===== src/rtl/mem_wb_reg_pkg.sv =====
// Shared pipeline definitions for the MEM/WB boundary: writeback select encodings,
// the hard-wired zero register, and the WB entry layouts.
package mem_wb_reg_pkg;

  localparam logic [1:0] WB_SEL_DMEM = 2'b00;
  localparam logic [1:0] WB_SEL_ALU  = 2'b01;
  localparam logic [1:0] WB_SEL_LINK = 2'b10;

  localparam logic [4:0] GPR_ZERO = 5'd0;

  // Raw fields captured from the MEM stage; wdata is resolved after the register.
  typedef struct packed {
    logic        valid;
    logic        we;
    logic [4:0]  waddr;
    logic [1:0]  sel;
    logic [31:0] alu_result;
    logic [31:0] dmem_rdata;
    logic [31:0] pc;
  } wb_reg_t;

  // Resolved writeback entry, as seen by the register file and forwarding.
  typedef struct packed {
    logic        valid;
    logic        we;
    logic [4:0]  waddr;
    logic [31:0] wdata;
  } wb_entry_t;

  function automatic logic [31:0] wb_select(input logic [1:0]  sel,
                                            input logic [31:0] alu_result,
                                            input logic [31:0] dmem_rdata,
                                            input logic [31:0] pc,
                                            input logic [31:0] link_offset);
    logic [31:0] data;
    case (sel)
      WB_SEL_DMEM: data = dmem_rdata;
      WB_SEL_LINK: data = pc + link_offset;
      default:     data = alu_result;
    endcase
    return data;
  endfunction

  // An entry only really writes when it is valid, enabled and not aimed at $0.
  function automatic logic eff_we(input wb_entry_t e);
    return e.valid & e.we & (e.waddr != GPR_ZERO);
  endfunction

endpackage


===== src/rtl/mem_wb_reg_fwd_match.sv =====
// Forwarding lookup for one ID-stage source operand against the WB entry and
// the one-deep history entry; the WB entry is the younger and wins.
module wb_fwd_match
  import mem_wb_reg_pkg::*;
(
  input  logic [4:0]  i_query_addr,
  input  wb_entry_t   i_wb,
  input  wb_entry_t   i_hist,
  output logic        o_hit,
  output logic [31:0] o_data
);

  logic w_query_live;
  logic w_wb_match;
  logic w_hist_match;

  assign w_query_live = (i_query_addr != GPR_ZERO);
  assign w_wb_match   = w_query_live & eff_we(i_wb) & (i_wb.waddr == i_query_addr);
  assign w_hist_match = w_query_live & eff_we(i_hist) & (i_hist.waddr == i_query_addr);

  always_comb begin
    o_hit  = 1'b0;
    o_data = '0;
    if (w_wb_match) begin
      o_hit  = 1'b1;
      o_data = i_wb.wdata;
    end else if (w_hist_match) begin
      o_hit  = 1'b1;
      o_data = i_hist.wdata;
    end
  end

endmodule


===== src/rtl/mem_wb_reg.sv =====
// MEM/WB pipeline register: holds the writeback entry, a one-deep history of the
// previous entry for late forwarding, and the retired-instruction counter.
module mem_wb_reg
  import mem_wb_reg_pkg::*;
#(
  parameter logic [31:0] PC_LINK_OFFSET = 32'd4
) (
  input  logic        clk,
  input  logic        reset,
  input  logic        ena,
  input  logic        flush,
  input  logic        mem_valid,
  input  logic        mem_GPR_we,
  input  logic [4:0]  mem_GPR_waddr,
  input  logic [1:0]  mem_GPR_wdata_select,
  input  logic [31:0] mem_alu_result,
  input  logic [31:0] mem_dmem_rdata,
  input  logic [31:0] mem_pc,
  input  logic [4:0]  id_rs_addr,
  input  logic [4:0]  id_rt_addr,
  output logic        wb_GPR_we,
  output logic [4:0]  wb_GPR_waddr,
  output logic [31:0] wb_GPR_wdata,
  output logic        fwd_rs_hit,
  output logic        fwd_rt_hit,
  output logic [31:0] fwd_rs_data,
  output logic [31:0] fwd_rt_data,
  output logic [31:0] instret
);

  wb_reg_t     r_wb;
  wb_entry_t   r_hist;
  logic [31:0] r_instret;

  wb_reg_t     w_wb_next;
  wb_entry_t   w_wb_entry;

  always_comb begin
    w_wb_next            = '0;
    w_wb_next.valid      = mem_valid;
    w_wb_next.we         = mem_GPR_we;
    w_wb_next.waddr      = mem_GPR_waddr;
    w_wb_next.sel        = mem_GPR_wdata_select;
    w_wb_next.alu_result = mem_alu_result;
    w_wb_next.dmem_rdata = mem_dmem_rdata;
    w_wb_next.pc         = mem_pc;
  end

  // Writeback data is resolved after the register so it is ready the same cycle.
  always_comb begin
    w_wb_entry       = '0;
    w_wb_entry.valid = r_wb.valid;
    w_wb_entry.we    = r_wb.we;
    w_wb_entry.waddr = r_wb.waddr;
    w_wb_entry.wdata = wb_select(r_wb.sel, r_wb.alu_result, r_wb.dmem_rdata, r_wb.pc,
                                 PC_LINK_OFFSET);
  end

  always_ff @(posedge clk or negedge reset) begin
    if (!reset) begin
      r_wb      <= '0;
      r_hist    <= '0;
      r_instret <= '0;
    end else if (ena) begin
      r_hist <= w_wb_entry;
      if (flush) begin
        r_wb <= '0;
      end else begin
        r_wb <= w_wb_next;
        if (mem_valid) begin
          r_instret <= r_instret + 32'd1;
        end
      end
    end
  end

  assign wb_GPR_we    = eff_we(w_wb_entry);
  assign wb_GPR_waddr = r_wb.waddr;
  assign wb_GPR_wdata = w_wb_entry.wdata;
  assign instret      = r_instret;

  wb_fwd_match u_fwd_rs (
    .i_query_addr (id_rs_addr),
    .i_wb         (w_wb_entry),
    .i_hist       (r_hist),
    .o_hit        (fwd_rs_hit),
    .o_data       (fwd_rs_data)
  );

  wb_fwd_match u_fwd_rt (
    .i_query_addr (id_rt_addr),
    .i_wb         (w_wb_entry),
    .i_hist       (r_hist),
    .o_hit        (fwd_rt_hit),
    .o_data       (fwd_rt_data)
  );

endmodule

===== config.mk =====
export PLATFORM = sky130hd
export DESIGN_NAME = mem_wb_reg
export DESIGN_NICKNAME = d
export VERILOG_FILES = /design/src/rtl/mem_wb_reg_pkg.sv /design/src/rtl/mem_wb_reg_fwd_match.sv /design/src/rtl/mem_wb_reg.sv
export SDC_FILE = /design/constraint.sdc
export NUM_CORES = 1
export LEC_CHECK = 0
export BUFFER_PORTS_ARGS = -buffer_cell sky130_fd_sc_hd__buf_2
export CORE_MARGIN = 1
export CORE_UTILIZATION = 42
export CTS_CLUSTER_DIAMETER = 80
export DETAILED_ROUTE_END_ITERATION = 8
export MAX_ROUTING_LAYER = met4
export PLACE_DENSITY = 0.64
export REMOVE_ABC_BUFFERS = 1
export SYNTH_ARGS = -nofsm -noshare
export SYNTH_HDL_FRONTEND = slang
export SYNTH_HIERARCHICAL = 1
export SYNTH_SLANG_ARGS = --single-unit

===== constraint.sdc =====
create_clock -name clk -period 2.2 [get_ports clk]
set_input_delay 0.22 -clock clk [delete_from_list [all_inputs] [get_ports clk]]
set_output_delay 0.22 -clock clk [all_outputs]
set_load 0.1 [all_outputs]

==> results.yml <==
status:
  status: "finished, violations left"
  violations: "negative setup slack"
timing:
  period_minus_slack_ns: 2.814
  skew_ns: 0.01061
  rsz0062_at_grt: "true"
  final-setup-viol-count: 92
  slew_headroom_pct: 65.18
  setup_tns_ns: -41.35
  fin_crit_sh_pct: 127.9
  tightest_slew_ns: 0.5222
  fmax_mhz: 355.4
  drv_slew: 0
  hold_violations: 0
  setup_ws_ns: -0.6139
global_route:
  antenna_found_initial: 1
  grt_max_degree: 131
  grt_pass1_wl_um: 57490
  grt_use_total_pct: 29.24
  overflow: 0
  first_global_vias: 9896
floorplanning:
  core_um2: 25330
  ios: 255
  die_y_um: 163.1
  initial_utilization_pct: 43.02
  dieArea_um2: 26590
  num_rows: 58
  die_w_um: 163.1
setup_path:
  end_kind: "primary output"
  worst_setup_path_start_kind: "flip-flop"
  r2r_start: "r_wb[2]$_DFFE_PN0P_"
  critPathRequiredTime_ns: 1.98
  path_max_fanout: 8
  reg2reg_to: "r_hist[26]$_DFFE_PN0P_"
  crit_arrival_ns: 2.59
  r2r_cells: 11
  rrSetupSlack_ns: 0.09
  crit_type: "flip-flop to primary output"
clocking:
  clk_path_buf_depth: 2
  worst_skew_pair.late_latency_ns: 0.44
  cts_buffers: 17
  cts_root_buf: "clkbuf_16"
  clk_pin_slew_ns: 0.08
  htreeDepth: 4
  tritoncts: "built"
  cts_sinks: 176
synth:
  yosys_warnings: 6
  syn_avg_cell_area_um2: 10.24
  syn_inst: 1064
  async_flop_share_pct: 100.0
  synth_edf_count: 0
  seq_area_frac_synth_pct: 40.42
  synthesis.area_um2: 10900
  synth-seq-cells: 176
  ys.flop_type: "dfrtp_1"
  yosys.cell_types.count: 47
route:
  vias: 9858
  wl_per_cell_um: 21.60
  routed_wl_um: 38080
  antenna_left: 0
  dr.first_iter.drc_count: 720
  via_per_inst: 5.592
  drt-pass1-iter-count: 5
  route.detailed.drc: 0
layout:
  layout_commonest_cell: "dfrtp_1"
  syn2layout_area_growth_pct: 58.33
  final_cell_area_um2: 17250
  fillers: 1840
  mostFrequentLayoutCells: "dfrtp_1 (167), buf_2 (154), o21ai_0 (140)"
  finalNetCount: 1540
  instances_no_fill: 1763
  drive_above_1_share_pct: 49.65
power_and_ir_drop:
  clkPwrFrac_pct: 28.7
  p_int_mw: 6.687
  switching_power_mw: 4.141
  peakVddDrop_mv: 1.002
  power_density_nw_per_um2: 627.6
  totalPowerFinal_mw: 10.83
  netSwitchingFraction_pct: 38.24
  power_frac_comb_pct: 36.0
  p_leak_nw: 7.618
  p_seq_share_pct: 35.3
min_path:
  worstHoldStart: "mem_dmem_rdata[8]"
  whs_path_depth: 3
  min_to: "r_wb[40]$_DFFE_PN0P_"
  hp-class: "input port to flip-flop"
placement:
  place_congestion: 0.8326
  portBuffers: 254
  placed_cell_area_um2: 14660
  pre_cts_ws_ns: -0.3061
  hpwl_um: 23120
  dp_cells: 1670
job:
  cap_violations: 0
-- kinds of logic after synthesis --
kind of cell | after synthesis | share of synthesized area [%]
buffers and inverters | 192 | 7.980
flip-flops | 176 | 40.42
multiplexers | 88 | 11.05
XOR/XNOR | 74 | 5.948
AND/OR/NAND/NOR | 317 | 23.16
adder cells (fa/ha/maj) | 2 | 0.2296
AO/OA/AOI/OAI | 215 | 11.22
-- routing by layer --
layer,global-route usage [%],wire (µm),vias to the layer above
met5,-,0,-
met4,8.921,941,0
met3,5.079,2628,64
met2,47.49,19000,415
met1,37.20,15510,4897
li1,-,-,4482
-- worst max-delay path, stage by stage, from the launching register on --
cell and delay [ns]:
dfrtp_1 0.38, buf_6 0.11, nand4_1 0.18, nor3_2 0.25, buf_6 0.16, buf_4 0.12
nand3_4 0.07, xnor2_2 0.17, o21ai_1 0.09, buf_4 0.16, mux2_4 0.28, buf_12 0.17
-- power by group through the flow --
stage / Clock (mW) / Combinational [mW] / Sequential, mW
floorplan: 0 / 1.42 / 4.19
global placement: 0 / 3.11 / 3.83
detailed placement: 0 / 3.15 / 3.85
CTS: 3.16 / 3.76 / 3.80
global route: 3.28 / 4.08 / 3.86
finish: 3.10 / 3.90 / 3.82
-- what timing repair did --
action,in CTS,in global routing
setup buffers,32,26
pin swaps,35,56
hold buffers,1,0
gates resized for setup,180,53
endpoints found under the setup margin,98,97
hold endpoints to repair,46,0
gates cloned,15,4
-- flip-flops by register name (all words and copies together) (netlist names) --
register	flops
r_wb	100
r_hist	39
instret	32
wb_GPR_waddr	5
-- cell type report --
type	count	area, µm²	share of cell area (%)
Multi-Input combinational cell	696	6698	38.82
Timing Repair Buffer	419	4715	27.33
Sequential cell	176	4415	25.59
Clock buffer	17	425.4	2.466
Inverter	109	412.9	2.393
Tap cell	330	412.9	2.393
Clock inverter	15	171.4	0.9935
Antenna cell	1	2.502	0.01450
-- cell usage after synthesis (20+ instances only) --
library cell  number  area share [%]
dfrtp_1          176              40
o21ai_0          170             7.8
nand2_1           44             1.5
mux2_4            58             8.0
a22oi_1           22             1.5
clkbuf_1          50             1.7
nand3_1           25             1.1
mux2_2            26             2.7
inv_1            107             3.7
nand3b_1         106             7.3
nor4b_2           58             8.0
xnor2_1           62             5.0
nand4_1           20             1.1
-- worst max-delay path by stage --
stage                      startpoint         endpoint  cells past startpoint
2_1_floorplan  r_hist[32]$_DFFE_PN0P_       fwd_rs_hit                      3
3_3_place_gp      r_wb[2]$_DFFE_PN0P_  fwd_rt_data[18]                      9
3_5_place_dp      r_wb[2]$_DFFE_PN0P_  fwd_rs_data[28]                     10
4_1_cts           r_wb[3]$_DFFE_PN0P_  fwd_rs_data[28]                      9
5_1_grt           r_wb[3]$_DFFE_PN0P_  fwd_rt_data[28]                     10
6_report          r_wb[2]$_DFFE_PN0P_  fwd_rs_data[21]                     11
-- stage by stage --
stage | hold WS [ns] | util (%)
2_1_floorplan | -0.07559 | -
3_3_place_gp | 0.2209 | 57.88
3_5_place_dp | 0.2257 | 57.88
4_1_cts | 0.004052 | 66.24
5_1_grt | 0.02095 | 68.12
6_report | 0.01496 | 68.12
No activity file was read; power rests on OpenSTA's default activity.
